$ cat src/rtl/axi4_burst_mst.sv
// Single-outstanding AXI4 INCR burst initiator: one command in, one AW/W/B or AR/R burst out.
// Build option AXI4_MST_RLAST_CHK_EN: a misplaced slave RLAST turns the read response into SLVERR.
//
// state    | meaning
// IDLE     | ready for a command
// WR_ADDR  | AWVALID held until AWREADY
// WR_DATA  | streaming write beats from wr_* onto W
// WR_RESP  | waiting for the B response
// RD_ADDR  | ARVALID held until ARREADY
// RD_DATA  | streaming read beats from R onto rd_*
module axi4_burst_mst #(
  parameter int DATA_W           = 256,
  parameter int ADDR_W           = 32,
  parameter int MST_ID_W         = 5,
  parameter int MST_ID           = 0,
  parameter int TRANS_DATA_LEN_W = 8,
  parameter int TRANS_RESP_W     = 2
) (
  input  logic                        clk,
  input  logic                        rst,
  input  logic                        cmd_wr_i,
  input  logic [ADDR_W-1:0]           cmd_addr_i,
  input  logic [TRANS_DATA_LEN_W-1:0] cmd_len_i,
  input  logic                        cmd_vld_i,
  output logic                        cmd_rdy_o,
  input  logic [DATA_W-1:0]           wr_data_i,
  input  logic                        wr_vld_i,
  output logic                        wr_rdy_o,
  output logic [DATA_W-1:0]           rd_data_o,
  output logic                        rd_last_o,
  output logic                        rd_vld_o,
  input  logic                        rd_rdy_i,
  output logic                        done_o,
  output logic [TRANS_RESP_W-1:0]     resp_o,
  output logic [MST_ID_W-1:0]         m_awid_o,
  output logic [ADDR_W-1:0]           m_awaddr_o,
  output logic [1:0]                  m_awburst_o,
  output logic [TRANS_DATA_LEN_W-1:0] m_awlen_o,
  output logic                        m_awvalid_o,
  input  logic                        m_awready_i,
  output logic [DATA_W-1:0]           m_wdata_o,
  output logic                        m_wlast_o,
  output logic                        m_wvalid_o,
  input  logic                        m_wready_i,
  input  logic [MST_ID_W-1:0]         m_bid_i,
  input  logic [TRANS_RESP_W-1:0]     m_bresp_i,
  input  logic                        m_bvalid_i,
  output logic                        m_bready_o,
  output logic [MST_ID_W-1:0]         m_arid_o,
  output logic [ADDR_W-1:0]           m_araddr_o,
  output logic [1:0]                  m_arburst_o,
  output logic [TRANS_DATA_LEN_W-1:0] m_arlen_o,
  output logic                        m_arvalid_o,
  input  logic                        m_arready_i,
  input  logic [MST_ID_W-1:0]         m_rid_i,
  input  logic [DATA_W-1:0]           m_rdata_i,
  input  logic [TRANS_RESP_W-1:0]     m_rresp_i,
  input  logic                        m_rlast_i,
  input  logic                        m_rvalid_i,
  output logic                        m_rready_o
);

  typedef enum logic [2:0] {
    S_IDLE, S_WR_ADDR, S_WR_DATA, S_WR_RESP, S_RD_ADDR, S_RD_DATA
  } state_t;

  localparam logic [TRANS_RESP_W-1:0]   RESP_SLVERR = TRANS_RESP_W'(2);
  localparam logic [TRANS_DATA_LEN_W:0] CNT_ONE     = (TRANS_DATA_LEN_W+1)'(1);

  state_t                        state_q, state_d;
  logic [ADDR_W-1:0]             addr_q;
  logic [TRANS_DATA_LEN_W-1:0]   len_q;
  logic [TRANS_DATA_LEN_W:0]     cnt_q;
  logic [TRANS_RESP_W-1:0]       resp_q;
  logic                          done_q;
  logic                          err_q;
  logic                          beat_last;
  logic                          w_hs;
  logic                          r_hs;
  logic                          rlast_bad;
  logic [TRANS_RESP_W-1:0]       rresp_max;
  logic                          unused_ok;

  // IDs are not checked: only one burst is ever in flight.
  assign unused_ok = ^{m_bid_i, m_rid_i, m_rlast_i};

  assign beat_last = (cnt_q == {1'b0, len_q});
  assign w_hs      = (state_q == S_WR_DATA) && wr_vld_i && m_wready_i;
  assign r_hs      = (state_q == S_RD_DATA) && m_rvalid_i && rd_rdy_i;
  assign rresp_max = (m_rresp_i > resp_q) ? m_rresp_i : resp_q;

`ifdef AXI4_MST_RLAST_CHK_EN
  assign rlast_bad = (m_rlast_i != beat_last);
`else
  assign rlast_bad = 1'b0;
`endif

  always_ff @(posedge clk) begin
    if (rst) begin
      state_q <= S_IDLE;
      addr_q  <= '0;
      len_q   <= '0;
      cnt_q   <= '0;
      resp_q  <= '0;
      done_q  <= 1'b0;
      err_q   <= 1'b0;
    end else begin
      state_q <= state_d;
      done_q  <= 1'b0;
      case (state_q)
        S_IDLE: begin
          if (cmd_vld_i) begin
            addr_q <= cmd_addr_i;
            len_q  <= cmd_len_i;
            cnt_q  <= '0;
            resp_q <= '0;
            err_q  <= 1'b0;
          end
        end
        S_WR_DATA: begin
          if (w_hs) cnt_q <= cnt_q + CNT_ONE;
        end
        S_WR_RESP: begin
          if (m_bvalid_i) begin
            resp_q <= m_bresp_i;
            done_q <= 1'b1;
          end
        end
        S_RD_DATA: begin
          if (r_hs) begin
            cnt_q  <= cnt_q + CNT_ONE;
            resp_q <= rresp_max;
            if (rlast_bad) err_q <= 1'b1;
            // An RLAST error anywhere in the burst overrides the accumulated RRESP.
            if (beat_last) begin
              done_q <= 1'b1;
              if (err_q || rlast_bad) resp_q <= RESP_SLVERR;
            end
          end
        end
        default: ;
      endcase
    end
  end

  always_comb begin
    state_d     = state_q;
    cmd_rdy_o   = 1'b0;
    m_awvalid_o = 1'b0;
    m_wvalid_o  = 1'b0;
    m_wlast_o   = 1'b0;
    wr_rdy_o    = 1'b0;
    m_bready_o  = 1'b0;
    m_arvalid_o = 1'b0;
    m_rready_o  = 1'b0;
    rd_vld_o    = 1'b0;
    rd_last_o   = 1'b0;
    case (state_q)
      S_IDLE: begin
        cmd_rdy_o = 1'b1;
        if (cmd_vld_i) state_d = cmd_wr_i ? S_WR_ADDR : S_RD_ADDR;
      end
      S_WR_ADDR: begin
        m_awvalid_o = 1'b1;
        if (m_awready_i) state_d = S_WR_DATA;
      end
      S_WR_DATA: begin
        m_wvalid_o = wr_vld_i;
        wr_rdy_o   = m_wready_i;
        m_wlast_o  = beat_last;
        if (w_hs && beat_last) state_d = S_WR_RESP;
      end
      S_WR_RESP: begin
        m_bready_o = 1'b1;
        if (m_bvalid_i) state_d = S_IDLE;
      end
      S_RD_ADDR: begin
        m_arvalid_o = 1'b1;
        if (m_arready_i) state_d = S_RD_DATA;
      end
      S_RD_DATA: begin
        rd_vld_o   = m_rvalid_i;
        m_rready_o = rd_rdy_i;
        rd_last_o  = beat_last;
        if (r_hs && beat_last) state_d = S_IDLE;
      end
      default: state_d = S_IDLE;
    endcase
  end

  assign m_awid_o    = MST_ID_W'(MST_ID);
  assign m_awaddr_o  = addr_q;
  assign m_awburst_o = 2'b01;
  assign m_awlen_o   = len_q;
  assign m_arid_o    = MST_ID_W'(MST_ID);
  assign m_araddr_o  = addr_q;
  assign m_arburst_o = 2'b01;
  assign m_arlen_o   = len_q;
  assign m_wdata_o   = wr_data_i;
  assign rd_data_o   = m_rdata_i;
  assign done_o      = done_q;
  assign resp_o      = resp_q;

endmodule

$ cat config.mk
export PLATFORM = sky130hd
export DESIGN_NAME = axi4_burst_mst
export DESIGN_NICKNAME = d
export VERILOG_FILES = /design/src/rtl/axi4_burst_mst.sv
export SDC_FILE = /design/constraint.sdc
export NUM_CORES = 1
export LEC_CHECK = 0
export CORE_AREA = 2 2 464 466
export CTS_CLUSTER_SIZE = 28
export DETAILED_ROUTE_END_ITERATION = 10
export DIE_AREA = 0 0 466 468
export PLACE_DENSITY = 0.33
export SYNTH_ARGS = -nofsm -noshare
export SYNTH_HDL_FRONTEND = slang
export SYNTH_SLANG_ARGS = --single-unit
$ cat constraint.sdc
create_clock -name clk -period 1.7 [get_ports clk]
set_input_delay 0.34 -clock clk [delete_from_list [all_inputs] [get_ports clk]]
set_output_delay 0.34 -clock clk [all_outputs]
set_load 0.05 [all_outputs]
* Yosys cells after proc, flatten, opt, wreduce, memory -nomap -nowiden *
Cells that the tools add are included.

word-level totals
  register bits after elaboration = 55
  input bits = 578
  output and inout port bits = 619
  word-level logic and storage cells = 67

cells by class
  add/subtract/negate cells = 1
  $lt $le $gt $ge = 1
  equal/unequal tests = 15
  mux-type cells = 31
  reduce and logical (&&, ||, !) cells = 13

operators with widths
  cell                   count
  $mux W9                3
  $pmux W9 S3            1
  $mux W3                7
  $pmux W3 S6            1
  $mux W1                13
  $ne A2 B2 Y1 const B   6
  $add A9 B1 Y9 const B  1
  $eq A9 B8 Y1           1
  $mux W2                4
  $eq A3 B2 Y1 const B   2
  $eq A3 B3 Y1 const B   2
  $logic_and A1 B1 Y1    6
  $pmux W2 S3            1
  $reduce_and A6 Y1      1
  $reduce_bool A3 Y1     2
  $reduce_and A5 Y1      1
  $ne A2 B1 Y1 const B   2
  $reduce_and A4 Y1      1
  $eq A3 B1 Y1 const B   1
  $logic_not A3 Y1       1
  $ne A3 B2 Y1 const B   1
  $gt A2 B2 Y1           1
  $pmux W1 S2            1
  $reduce_and A2 Y1      1

* Longest topological paths before layout *
Gate-level depths: netlist of the first run.

  depth in word-level cells = 6
  gate-level depth with buffers = 7
  gate-level depth less buffers = 7

* Worst setup path before layout of the first run *
Ideal clock, no wire load.

  path kind = reg2reg
  start point = register state_q[1]
  end point = register state_q[0]
  setup time = 0.144 ns
  arrival time = 2.487 ns
  data required time = 1.556 ns
  slack = -0.931 ns
  cell stages (with the launch flop) = 7
  buffers on the path = 1
  clock period less this slack = 2.631 ns
  cell sequence = dfxtp_1 -> buf_2 -> nor3b_1 -> a22oi_1 -> o41a_1 -> mux2_2 -> o311ai_0

between the ends
  cells in the longest elaborated chain, start to end = 6
  elaborated cells on any way between the ends = 20
  those cells by class = eq/ne: 11; mux: 1; reduce/logical: 8

ends and longest elaborated chain
  item                                                 line         source
  start, declared                                      70           state_t state_q, state_d;
  start signal, assigned                               108          state_q <= state_d;
  $eq A3 B3 Y1 or $eq A3 B2 Y1 (tied branches)         89, 158, 88
  $logic_and A1 B1 Y1 (on tied branches) (2 in a row)  89, 88
  $logic_and A1 B1 Y1 (on tied branches)               185, 171
  $ne A2 B1 Y1 (no line)                               n/a
  $reduce_and A6 Y1 (no line)                          n/a

Several ways; a longest one is shown, not always the timed one.
A chain may end at the register's enable or synchronous reset.

* Worst setup path after layout of the first run *
  start point = register cnt_q[7]
  end point = output port rd_last_o

between the ends
  cells in the longest elaborated chain, start to end = 2

ends and longest elaborated chain
  item                    line  source
  start, declared         73    logic [TRANS_DATA_LEN_W:0] cnt_q;
  start signal, assigned  121   if (w_hs) cnt_q <= cnt_q + CNT_ONE;
  start signal, assigned  131   cnt_q <= cnt_q + CNT_ONE;
  $eq A9 B8 Y1            87    assign beat_last = (cnt_q == {1'b0, len_q});
  $mux W1                 158   case (state_q)
  end, declared           30    output logic rd_last_o,

No other way between the ends.

==> impl_metrics.py, run 1 <==
metrics = {
    "pwr": {
        "total_power_of_the_final_layout_mw": 7.76,
        "vdd_ir_drop_max_v": 0.000461,
        "power.static_leakage_nw": 2.21,
        "power.density_nw_per_um2": 912,
    },
    "place": {
        "dpl.hpwl_mm": 116,
        "dpl-instance-area_um2": 7840,
        "gpl.final_weighted_congestion": 0.758,
        "dp_slack_ns": -0.457,
        "port_buffers": 147,
        "place.detailed.instances": 3341,
    },
    "cells_and_area": {
        "final_layout_size_suffix_gt1_frac": 0.432,
        "layout.cell_area.non_filler_um2": 8510,
        "synthToLayoutAreaGrowth_pct": 26.9,
        "filler_cell_count": 25300,
        "mostFrequentLayoutCells": "sky130_fd_sc_hd__buf_4, sky130_fd_sc_hd__nand2_1, sky130_fd_sc_hd__clkdlybuf4s50_1",
        "final_core_util": 0.0399,
        "layout_commonest_cell": "sky130_fd_sc_hd__buf_4",
        "final_nets": 1110,
        "layoutNonFillerInstCount": 3370,
    },
    "timing": {
        "final.period_utilization": 1.25,
        "grt_setup_unrepaired": "yes",
        "finalHoldViolCount": 0,
        "report.final.setup_viol": 10,
        "worst_clock_skew_ns": 0.0278,
        "max_freq_ghz": 0.471,
        "fin_worst_hold_slack_ns": 0.482,
        "finalWorstSetupSlack_ns": -0.421,
        "post-route-min-period_ns": 2.12,
        "timing.final.max_slew_violations": 0,
        "setup_tns_final_ns": -1.26,
    },
    "global_routing": {
        "pin_count_of_the_biggest_net_entering_global_routing": 41,
        "grt_use_total": 0.106,
        "antenna_found_initial": 5,
        "grt_overflow_total": 0,
        "via_count_of_the_first_global_routing_pass": 3860,
        "grt_pass1_wl_mm": 129,
    },
    "yosys": {
        "dominantRegCellSynth": "sky130_fd_sc_hd__dfxtp_1",
        "synth-seq-cells": 55,
        "post_synth_inst_count": 878,
        "ys_async_sr_fraction": 0,
        "yosysWarnings": 0,
        "synth-edff-count": 0,
        "synthDistinctLibCells": 44,
        "synth_sequential_area_ratio": 0.164,
        "synthesis.area_um2": 6710,
        "syn_avg_cell_area_um2": 7.64,
    },
    "clock_tree": {
        "clk_path_buf_depth": 2,
        "postCtsHoldBufs": 0,
        "cts.clk_slew.worst_paths_ns": 0.08,
        "tritoncts_buffers": 5,
        "cts-htree-levels": 2,
        "worst_skew_pair.late_latency_ns": 0.37,
        "ctsRootBufferMaster": "sky130_fd_sc_hd__clkbuf_16",
        "clock-sinks": 55,
        "cts_tree": "built",
    },
    "floorplanning": {
        "die-height_um": 468,
        "die_width_um": 466,
        "placeableCoreArea_um2": 213000,
        "ioPinCount": 1197,
        "std_cell_rows": 170,
        "die_area_um2": 218000,
        "start_util": 0.0314,
    },
    "setup_path": {
        "timing.setup.critical_path_class": "reg -> out",
        "path_max_fanout": 4,
        "critical_path.endpoint_type": "output port",
        "required_ns": 1.36,
        "cp_data_arrival_time_ns": 1.78,
        "worst_setup_path_start_kind": "flip-flop",
    },
    "drt": {
        "ant_nets": 0,
        "vias": 4127,
        "detailedRoute.firstPassIterationCount": 4,
        "wl_per_cell_um": 35.9,
        "drtIter0Drc": 165,
        "detailed_route_drc_error_count": 0,
        "route.final.wire_length_mm": 121,
        "detail_route.vias_per_cell": 1.22,
    },
    "outcome": {
        "status": "complete, but fails checks",
        "failing_checks": "setup timing",
    },
    "min_path": {
        "min_path_type": "reg -> reg",
    },
    "job": {
        "drv.max_cap_violation_count": 0,
    },
}
[final timing paths]
check	from	endpoint	slack (ns)	cells past startpoint
worst min-delay path	m_araddr_o[0]	m_araddr_o[0]	0.48	2
worst max-delay path	cnt_q[7]	rd_last_o	-0.42	5
worst max register to register	state_q[0]	state_q[0]	-0.08	8
worst min register to register	m_araddr_o[0]	m_araddr_o[0]	0.48	2
[sequential cells by signal (all words and copies together) (netlist names)]
signal and flops:
m_araddr_o 32, cnt_q 9, m_arlen_o 8, state_q 3, resp_o 2, done_o 1
[critical path, cell delays in order, from the launching register on]
cell	delay (ns)
sky130_fd_sc_hd__dfxtp_1	0.39
sky130_fd_sc_hd__xnor2_1	0.13
sky130_fd_sc_hd__nand3_1	0.17
sky130_fd_sc_hd__or3_4	0.43
sky130_fd_sc_hd__nor2_4	0.14
sky130_fd_sc_hd__buf_12	0.16
[logic make-up (layout without fill, tap and decap cells)]
| kind of cell | Yosys count | in the layout | synth area share |
|---|---|---|---|
| adders and majority gates | 3 | 3 | 0.00560 |
| other | 2 | 16 | 0.00112 |
| AOI/OAI and AO/OA | 68 | 68 | 0.0599 |
| muxes | 3 | 3 | 0.00467 |
| and+or+nand+nor | 140 | 140 | 0.0940 |
| buffers and inverters | 591 | 231 | 0.650 |
| xor gates and xnor gates | 16 | 16 | 0.0209 |
| DFF | 55 | 55 | 0.164 |
[cells in the mapped netlist (2+ instances only)]
| master | number | area share |
|---|---|---|
| sky130_fd_sc_hd__xnor2_1 | 8 | 0.010 |
| sky130_fd_sc_hd__o211ai_1 | 2 | 0.0022 |
| sky130_fd_sc_hd__buf_2 | 7 | 0.0052 |
| sky130_fd_sc_hd__nor3b_1 | 2 | 0.0022 |
| sky130_fd_sc_hd__o21a_1 | 2 | 0.0022 |
| sky130_fd_sc_hd__clkbuf_1 | 11 | 0.0062 |
| sky130_fd_sc_hd__nand2_1 | 85 | 0.048 |
| sky130_fd_sc_hd__buf_4 | 567 | 0.63 |
| sky130_fd_sc_hd__and3_1 | 5 | 0.0047 |
| sky130_fd_sc_hd__xor2_1 | 8 | 0.010 |
| sky130_fd_sc_hd__nor2b_1 | 7 | 0.0065 |
| sky130_fd_sc_hd__and2_1 | 5 | 0.0047 |
| sky130_fd_sc_hd__and3b_1 | 2 | 0.0026 |
| sky130_fd_sc_hd__nand2b_1 | 3 | 0.0028 |
| sky130_fd_sc_hd__a22oi_1 | 2 | 0.0022 |
| sky130_fd_sc_hd__inv_1 | 5 | 0.0028 |
| sky130_fd_sc_hd__conb_1 | 2 | 0.0011 |
| sky130_fd_sc_hd__nand3_1 | 4 | 0.0030 |
| sky130_fd_sc_hd__nor2_1 | 15 | 0.0084 |
| sky130_fd_sc_hd__nor3_1 | 3 | 0.0022 |
| sky130_fd_sc_hd__mux2i_1 | 2 | 0.0030 |
| sky130_fd_sc_hd__o21ai_0 | 2 | 0.0015 |
| sky130_fd_sc_hd__ha_1 | 3 | 0.0056 |
| sky130_fd_sc_hd__dfxtp_1 | 55 | 0.16 |
| sky130_fd_sc_hd__o2111ai_1 | 5 | 0.0065 |
| sky130_fd_sc_hd__nand4_1 | 2 | 0.0019 |
| sky130_fd_sc_hd__a21oi_1 | 47 | 0.035 |
[layout make-up]
cell class | count | area (µm²) | area share
Clock buffer | 6 | 150 | 0.0176
Sequential cell | 55 | 1140 | 0.134
Multi-Input combinational cell | 244 | 1580 | 0.186
Tap cell | 2838 | 3550 | 0.417
Timing Repair Buffer | 218 | 2050 | 0.241
Antenna cell | 2 | 5.00 | 0.000588
Clock inverter | 2 | 17.5 | 0.00206
Inverter | 5 | 18.8 | 0.00221
[per-layer routing]
layer	track usage	share of wire
met1	0.0205	0.067
met2	0.157	0.42
met3	0.227	0.46
met4	0.0500	0.049
met5	0.00154	0
[report_power, final]
part | internal (mW) | switching, mW
sequential | 1.51 | 0.213
clock | 0.652 | 0.710
combinational | 1.80 | 2.88
[repair_timing]
action	4_1_cts	5_1_grt
cloned	1	0
buffers inserted	11	8
resized for setup	54	22
pin swaps	17	11
endpoints found under the setup margin	22	21
(Power assumes the default switching activity.)
==> run 2: changes to the inputs <==
- SETUP_SLACK_MARGIN: unset -> 0.05
==> impl_metrics.py, run 2 (synthesis gave the netlist of run 1 again) <==
metrics = {
    "floorplanning": {
        "start_util": 0.0314,
        "placeableCoreArea_um2": 213000,
        "ioPinCount": 1197,
        "die_area_um2": 218000,
        "die_width_um": 466,
        "std_cell_rows": 170,
        "die-height_um": 468,
    },
    "pwr": {
        "total_power_of_the_final_layout_mw": 9.70,
        "power.density_nw_per_um2": 1010,
        "power.static_leakage_nw": 2.71,
        "vdd_ir_drop_max_v": 0.000389,
    },
    "cells_and_area": {
        "synthToLayoutAreaGrowth_pct": 42.5,
        "largest_register_ff_count": 32,
        "final_core_util": 0.0448,
        "final_layout_size_suffix_gt1_frac": 0.636,
        "layout.cell_area.non_filler_um2": 9560,
        "layout_commonest_cell": "sky130_fd_sc_hd__buf_4",
        "mostFrequentLayoutCells": "sky130_fd_sc_hd__buf_4, sky130_fd_sc_hd__clkdlybuf4s50_1, sky130_fd_sc_hd__nand2_4",
        "filler_cell_count": 25200,
        "final_nets": 1132,
    },
    "setup_path": {
        "path_max_fanout": 3,
        "timing.setup.critical_path_class": "reg -> out",
        "critical_path.endpoint_type": "output port",
        "worst_setup_path_start_kind": "flip-flop",
        "timing.reg2reg.worst_path_depth": 9,
        "required_ns": 1.36,
        "cp_data_arrival_time_ns": 1.77,
    },
    "timing": {
        "max_freq_ghz": 0.475,
        "finalWorstSetupSlack_ns": -0.406,
        "worst_clock_skew_ns": 0.0192,
        "report.final.setup_viol": 36,
        "maxSlewHeadroom": 0.597,
        "finalHoldViolCount": 0,
        "grt_setup_unrepaired": "yes",
        "post-route-min-period_ns": 2.11,
        "timing.final.max_slew_violations": 0,
        "setup_tns_final_ns": -1.97,
        "tightestPinTransition_ns": 0.605,
        "final.period_utilization": 1.24,
    },
    "min_path": {
        "min_path_type": "in -> reg",
        "timing.hold.worst_path_depth": 2,
    },
    "clock_tree": {
        "cts_tree": "built",
        "clk_path_buf_depth": 2,
        "cts.clk_slew.worst_paths_ns": 0.08,
        "worst_skew_pair.late_latency_ns": 0.37,
        "tritoncts_buffers": 5,
        "ctsRootBufferMaster": "sky130_fd_sc_hd__clkbuf_16",
        "postCtsHoldBufs": 0,
        "cts-htree-levels": 2,
        "clock-sinks": 55,
    },
    "global_routing": {
        "pin_count_of_the_biggest_net_entering_global_routing": 38,
        "grt_overflow_total": 0,
        "grt_use_total": 0.108,
        "antenna_found_initial": 7,
        "via_count_of_the_first_global_routing_pass": 4024,
        "grt_pass1_wl_mm": 132,
    },
    "outcome": {
        "status": "complete, but fails checks",
        "failing_checks": "setup timing",
    },
    "place": {
        "gpl.final_weighted_congestion": 0.767,
        "port_buffers": 147,
        "dp_slack_ns": -0.537,
        "dpl-instance-area_um2": 7930,
        "dpl.hpwl_mm": 119,
    },
    "drt": {
        "vias": 4461,
        "wl_per_cell_um": 37.6,
        "drtIter0Drc": 188,
        "route.final.wire_length_mm": 128,
        "detail_route.vias_per_cell": 1.32,
        "detailed_route_drc_error_count": 0,
        "ant_nets": 0,
        "detailedRoute.firstPassIterationCount": 4,
    },
    "job": {
        "drv.max_cap_violation_count": 0,
    },
}
## run 2: cell count changes in the layout (fill, tap and decap cells not counted), sizes merged
cell / delta
buf: +15
clkdlybuf4s50: -2
dlymetal6s2s: +1
clkinv: -1
dlygate4sd2: +1
clkbuf: +8
## run 2: area by class of cell
| cell class | instances | area (µm²) | area share |
|---|---|---|---|
| Inverter | 5 | 18.8 | 0.00196 |
| Multi-Input combinational cell | 244 | 2100 | 0.220 |
| Tap cell | 2838 | 3550 | 0.372 |
| Clock inverter | 1 | 8.76 | 0.000916 |
| Timing Repair Buffer | 240 | 2560 | 0.268 |
| Clock buffer | 7 | 164 | 0.0172 |
| Antenna cell | 2 | 5.00 | 0.000524 |
| Sequential cell | 55 | 1150 | 0.120 |
## run 2: worst max-delay path, stage by stage (launching register included)
cell,delay [ns]
sky130_fd_sc_hd__dfxtp_4,0.36
sky130_fd_sc_hd__xnor2_2,0.15
sky130_fd_sc_hd__nand4_1,0.18
sky130_fd_sc_hd__or3_4,0.46
sky130_fd_sc_hd__nor2_4,0.12
sky130_fd_sc_hd__buf_12,0.14
## run 2: per-layer routing
layer  routed length, µm  track usage  vias to the layer above
li1                    -            -                     1522
met1               10200       0.0221                     1738
met2               56100        0.164                      901
met3               54000        0.221                      296
met4                7230       0.0564                        4
met5                 169      0.00505                        -
## run 2: worst paths after layout
path,to,slack (ns),start
worst max register to register,m_arlen_o[1],-0.08,state_q[1]
worst min-delay path,done_o,0.42,rst
worst max-delay path,rd_last_o,-0.41,m_arlen_o[6]
worst min register to register,m_araddr_o[27],0.49,m_araddr_o[27]
## run 2: repair_timing
item                       in CTS  in global routing
setup endpoints to repair      22                 58
gates resized for setup        60                185
pin swaps                      17                 94
setup buffers                  25                 15
cloned                          0                 11
## run 2: per-stage QoR
stage | instances | hold WS (ns)
floorplan | 890 | 0.466
global placement | 3340 | 0.461
detailed placement | 3340 | 0.471
CTS | 3370 | 0.409
global route | 3391 | 0.436
finish | 3392 | 0.415
## run 2: report_power, final
part	switching, mW	internal [mW]	leakage (nW)
sequential	0.292	1.50	0.459
clock	0.701	0.689	0.0857
combinational	3.73	2.78	2.16
total	4.73	4.97	2.71
